--- config.mk ---
export PLATFORM = sky130hd
export DESIGN_NAME = main_memory_arbiter
export DESIGN_NICKNAME = d
export VERILOG_FILES = /design/src/rtl/main_memory_arbiter.sv
export SDC_FILE = /design/constraint.sdc
export NUM_CORES = 1
export LEC_CHECK = 0
export ABC_AREA = 1
export CAP_MARGIN = 15
export CORE_AREA = 2 2 640 642
export DETAILED_ROUTE_END_ITERATION = 12
export DIE_AREA = 0 0 642 644
export GPL_TIMING_DRIVEN = 0
export SLEW_MARGIN = 30
export SYNTH_ARGS = -nofsm -noshare
export SYNTH_HDL_FRONTEND = slang
export SYNTH_SLANG_ARGS = --single-unit
--- constraint.sdc ---
create_clock -name clk -period 13.3 [get_ports clk]
set_input_delay 2.66 -clock clk [delete_from_list [all_inputs] [get_ports clk]]
set_output_delay 2.66 -clock clk [all_outputs]
set_load 0.05 [all_outputs]
--- src/rtl/main_memory_arbiter.sv ---
// -----------------------------------------------------------------------------
// main_memory_arbiter
//
// Shares the single line-granular main memory wrapper between two requesters:
// port 0 (instruction cache) and port 1 (data cache). One transaction is in
// flight at a time. When both ports request in the same IDLE cycle they are
// granted round-robin.
//
// Every memory-side signal comes straight from a register. This lets the
// wrapper sample READY in a single cycle and see its one-cycle
// request_finish acknowledged in the same cycle.
//
// Ports
//   clk, rst                 clock, synchronous active-high reset
//   pN_read_req/pN_write_req line request, held high until pN_done
//   pN_addr, pN_wdata        line byte address / write line, stable while requesting
//   pN_done                  one-cycle completion pulse
//   pN_rdata                 last line read by port N (held between reads)
//   pN_busy                  port N currently owns the memory
//   mem_read_request/mem_write_request/mem_addr/mem_write_data  to wrapper
//   mem_request_finish/mem_read_data                           from wrapper
// -----------------------------------------------------------------------------
module main_memory_arbiter #(
    parameter int LINE_ADDR_LEN = 3,
    localparam int LW = 32 * (1 << LINE_ADDR_LEN)
) (
    input  logic          clk,
    input  logic          rst,
    input  logic          p0_read_req,
    input  logic          p0_write_req,
    input  logic [31:0]   p0_addr,
    input  logic [LW-1:0] p0_wdata,
    output logic          p0_done,
    output logic [LW-1:0] p0_rdata,
    output logic          p0_busy,
    input  logic          p1_read_req,
    input  logic          p1_write_req,
    input  logic [31:0]   p1_addr,
    input  logic [LW-1:0] p1_wdata,
    output logic          p1_done,
    output logic [LW-1:0] p1_rdata,
    output logic          p1_busy,
    output logic          mem_read_request,
    output logic          mem_write_request,
    output logic [31:0]   mem_addr,
    output logic [LW-1:0] mem_write_data,
    input  logic          mem_request_finish,
    input  logic [LW-1:0] mem_read_data
);

    typedef enum logic [1:0] {
        S_IDLE = 2'd0,
        S_BUSY = 2'd1,
        S_RESP = 2'd2
    } state_t;

    state_t        state_reg;
    state_t        state_next;

    logic          owner_reg;
    logic          rr_last_reg;
    logic          op_write_reg;
    logic          mem_rd_reg;
    logic          mem_wr_reg;
    logic [31:0]   mem_addr_reg;
    logic [LW-1:0] mem_wdata_reg;
    logic [1:0]    done_reg;
    logic [LW-1:0] rdata_reg [2];

    // Per-port request views so the grant logic can index by port number.
    logic [1:0]    req_rd;
    logic [1:0]    req_any;
    logic [31:0]   req_addr  [2];
    logic [LW-1:0] req_wdata [2];

    logic          grant_valid;
    logic          grant_port;
    logic [1:0]    busy_vec;

    assign req_rd       = {p1_read_req, p0_read_req};
    assign req_any      = {p1_read_req | p1_write_req, p0_read_req | p0_write_req};
    assign req_addr[0]  = p0_addr;
    assign req_addr[1]  = p1_addr;
    assign req_wdata[0] = p0_wdata;
    assign req_wdata[1] = p1_wdata;

    // ---------------------------------------------------------------------
    // State and datapath registers
    // ---------------------------------------------------------------------
    always_ff @(posedge clk) begin
        if (rst) begin
            state_reg     <= S_IDLE;
            owner_reg     <= 1'b0;
            rr_last_reg   <= 1'b1;     // port 0 wins the first tie
            op_write_reg  <= 1'b0;
            mem_rd_reg    <= 1'b0;
            mem_wr_reg    <= 1'b0;
            mem_addr_reg  <= '0;
            mem_wdata_reg <= '0;
            done_reg      <= '0;
            rdata_reg[0]  <= '0;
            rdata_reg[1]  <= '0;
        end else begin
            state_reg <= state_next;
            done_reg  <= '0;           // done is a single-cycle pulse
            case (state_reg)
                S_IDLE: begin
                    if (grant_valid) begin
                        owner_reg    <= grant_port;
                        rr_last_reg  <= grant_port;
                        // A port raising both requests is served as a read.
                        op_write_reg <= ~req_rd[grant_port];
                        mem_addr_reg <= req_addr[grant_port];
                        if (!req_rd[grant_port]) begin
                            mem_wdata_reg <= req_wdata[grant_port];
                        end
                        mem_rd_reg   <= req_rd[grant_port];
                        mem_wr_reg   <= ~req_rd[grant_port];
                    end
                end
                S_BUSY: begin
                    if (mem_request_finish) begin
                        // Dropping the request here keeps it low while the
                        // wrapper sits in READY, so it cannot re-trigger.
                        mem_rd_reg          <= 1'b0;
                        mem_wr_reg          <= 1'b0;
                        done_reg[owner_reg] <= 1'b1;
                        if (!op_write_reg) begin
                            rdata_reg[owner_reg] <= mem_read_data;
                        end
                    end
                end
                default: ;
            endcase
        end
    end

    // ---------------------------------------------------------------------
    // Next state and grant selection
    // ---------------------------------------------------------------------
    always_comb begin
        state_next  = state_reg;
        grant_valid = 1'b0;
        grant_port  = 1'b0;
        case (state_reg)
            S_IDLE: begin
                if (req_any != 2'b00) begin
                    grant_valid = 1'b1;
                    grant_port  = (req_any == 2'b11) ? ~rr_last_reg : req_any[1];
                    state_next  = S_BUSY;
                end
            end
            S_BUSY: begin
                if (mem_request_finish) begin
                    state_next = S_RESP;
                end
            end
            S_RESP:  state_next = S_IDLE;   // requests ignored for this cycle
            default: state_next = S_IDLE;
        endcase
    end

    // ---------------------------------------------------------------------
    // Outputs
    // ---------------------------------------------------------------------
    always_comb begin
        busy_vec = '0;
        if (state_reg != S_IDLE) begin
            busy_vec[owner_reg] = 1'b1;
        end
    end

    genvar gi;
    generate
        for (gi = 0; gi < 2; gi++) begin : g_port
            if (gi == 0) begin : g_p0
                assign p0_done  = done_reg[gi];
                assign p0_rdata = rdata_reg[gi];
                assign p0_busy  = busy_vec[gi];
            end else begin : g_p1
                assign p1_done  = done_reg[gi];
                assign p1_rdata = rdata_reg[gi];
                assign p1_busy  = busy_vec[gi];
            end
        end
    endgenerate

    assign mem_read_request  = mem_rd_reg;
    assign mem_write_request = mem_wr_reg;
    assign mem_addr          = mem_addr_reg;
    assign mem_write_data    = mem_wdata_reg;

endmodule

==> run summary <==
Ranked by total cell area, the synthesized netlist is headed by edfxtp_1 (45%), dfxtp_1 (17%), nand2_1 (15%). The final number of hold-violating endpoints is 0. For this run, design rule violations remaining after detail routing come to 0.

The first global-routing pass estimated 413000 um of wire. The biggest area contributor in the post-synthesis netlist is edfxtp_1. The H-tree was split into 3 levels. The worst path required time came out at 13830 ps. The number of global-route vias before repair came out at 32650. The top-level I/O count came out at 1645. The worst register-to-register path begins at state_reg[0]. The synthesized design devotes to its leading area cell type 45.18% of total area. In this run the cell area measured after placement is 0.05759 sq mm. The via-per-instance ratio came out at 3.041. The die boundary width came out at 642 um. The tree is rooted in a clkbuf_16.

Dividing the detail-routed wire length by the instance count gives 30.00 um. The most frequent standard cell in the layout excluding fill and tap cells is clkdlybuf4s50_1. The maximum clock rate is 169.9 MHz. The number of nets with antenna violations after routing is 0. In this run, post-CTS hold repair placed 0 buffers. The synthesis warning total is 0. The post-CTS setup buffer count is 0.

After clock tree synthesis, the clock-pin slew on the worst setup and hold paths is 60 ps. The setup-violating endpoint count in the final report came out at 0. The total area inside the core boundary comes to 0.4075 sq mm. After layout, the worst path uses 44.26% of the clock period. The endpoint identified for the worst register-to-register timing path is rdata_reg[0][134].

The HPWL reported at the end of detailed placement is 307700 um. The distinct cell type count after synthesis is 17. The critical path launch point type is an input pin. Counting the buffers created by CTS gives 107.

The tightest min-delay check is of the reg2reg type. The worst-case headroom to the max-slew limit came out at 31.81%. The worst ir drop on vdd came out at 90.26 uV. The average size of a mapped cell came out at 8.280 sq um.

The number of placed cells counting well taps is 11230. TritonCTS built the clock tree. Of the cells placed in the final design, the portion with a size suffix greater than 1 is 6.857%. The leakage power figure is 25.64 nW. The pin count of the biggest net entering global routing came out at 51.

After the first detailed-routing iteration, the DRC count stood at 2933. The clock reaches the later pin of the worst-skew pair after 880 ps. The starting utilization of the core area is 8.351%. The total number of placement rows is 235. The die covers 0.4134 sq mm. The worst-case register-to-register setup slack came out at 9390 ps. The utilization after layout came out at 15.03%. Leaving out fill and tap cells, the most frequent cells in the layout are clkdlybuf4s50_1 (1597), nand2_1 (1388), nor2_1 (1093). The number of nets in the synthesized netlist is 4949. The highest net fanout along the worst path came out at 49. The routed design has 344700 um of wire. The number of maximum-capacitance constraint violations is 0. The flow ran to the end, and the final reports show no timing, DRC or antenna violations. The post-layout instance area is 0.06125 sq mm. The first-pass iteration count of the detailed router came out at 8. The number of flip-flops under the largest register name is 512. The quantity of I/O buffers inserted on ports came out at 1644. The layout overhead on the synthesized area came out at 79.96%. For this run, the total global-route usage over all layers was measured as 16.01%. STA classifies the critical path endpoint as a flop. Setup repair after global routing left no endpoint under its margin. At the end of the flow, the number of nets in the layout was 6722. Summing every instance area after synthesis gives 0.03403 sq mm. The proportion of synthesized chip area in sequential cells came out at 62.65%. The total count of max-transition violations in the final report was 0. The cell count after synthesis came out at 4110. The vias after detailed routing is 34940. The largest buffer count on any clock path is 4.

The power density over the cells is 137.3 mW/mm^2. The design draws 8.408 mW. The critical path arrival is 6420 ps. The die is 644 um tall. The clock period minus worst slack is 5887 ps. The weighted congestion at the end of routability-driven global placement is 0.9791. In this run the worst setup path begins at rst. The TritonCTS sink count is 809. The count of cells along the worst register-to-register path is 11.

The remaining global-route overflow came out at 0. The number of flip-flops and latches in the synthesized netlist is 809. The clock skew after layout is 68.61 ps.

The filler-free cell count of the finished design is 11490. After clock tree synthesis, the repair step resized 0 gates. The number of antenna violations at the first check in global routing was 289.

The kind of critical path is in2reg. For the pin with the worst max-slew slack, the measured transition is 1020 ps. The timing endpoint of the critical path is rdata_reg[0][134].
report_power, final:
group | switching (mW) | total (mW) | internal, mW
registers | 0.0917 | 2.97 | 2.87
clock network | 1.30 | 2.98 | 1.68
logic | 1.71 | 2.46 | 0.750
total | 3.10 | 8.41 | 5.31
final cells by class:
cell class / instances / area, sq um
clock inverters: 60 / 591.8
diodes: 75 / 187.7
clock buffers: 131 / 2877
fillers: 46400 / 346300
well taps: 5451 / 6820
multi-input cells: 2531 / 9592
plain buffers: 215 / 1074
inverters: 555 / 2083
repair buffers: 1664 / 16700
flip-flops and latches: 809 / 21320
per-layer routing:
metal | routed length [um] | track usage [%]
met1 | 109400 | 15.29
met2 | 176300 | 29.48
met3 | 41480 | 7.686
met4 | 16420 | 6.008
met5 | 1055 | 0
cells in the mapped netlist:
cell / instances
inv_1: 551
and3_1: 1
dfxtp_1: 297
nand3_1: 36
clkbuf_1: 62
nand2_1: 1391
nor2_1: 1094
buf_2: 137
edfxtp_1: 512
nor2_2: 1
inv_2: 4
buf_6: 10
nand2_2: 1
buf_1: 5
nor3_2: 2
a21oi_1: 5
buf_4: 1
worst min path at each step:
| stage | end | cells past startpoint | start | slack [ps] |
|---|---|---|---|---|
| after floorplan | rr_last_reg | 2 | rr_last_reg | 430 |
| after global placement | rr_last_reg | 2 | rr_last_reg | 450 |
| after detailed placement | rr_last_reg | 2 | rr_last_reg | 450 |
| after CTS | rr_last_reg | 2 | rr_last_reg | 470 |
| after global routing | rr_last_reg | 2 | rr_last_reg | 510 |
| final | rr_last_reg | 2 | rr_last_reg | 470 |
metrics by stage:
step / hold slack (ps) / worst slack (ps) / setup TNS (ps)
detailed placement: 452.8 / 6467 / 0
global placement: 450.0 / -2589 / -1151440
global route: 513.0 / 7346 / 0
finish: 469.6 / 7413 / 0
CTS: 471.5 / 7430 / 0
floorplan: 429.2 / 3841 / 0
worst max-delay path, stage by stage:
cell             delay (ps)
clkdlybuf4s50_1         640
nor3_2                  490
nand2_2                 460
buf_2                   380
buf_2                   240
nand2_4                 470
buf_16                  330
buf_16                  260
buf_16                  280
cell families (layout without fill, tap and decap cells):
family / Yosys count / after routing / share of synthesized area [%]
other: 0 / 75 / 0
and+or+nand+nor: 2526 / 2526 / 28.05
AOI/OAI and AO/OA: 5 / 5 / 0.07352
DFF: 809 / 809 / 62.65
buffers and inverters: 770 / 2625 / 9.228
No activity file was read; power rests on OpenSTA's default activity.
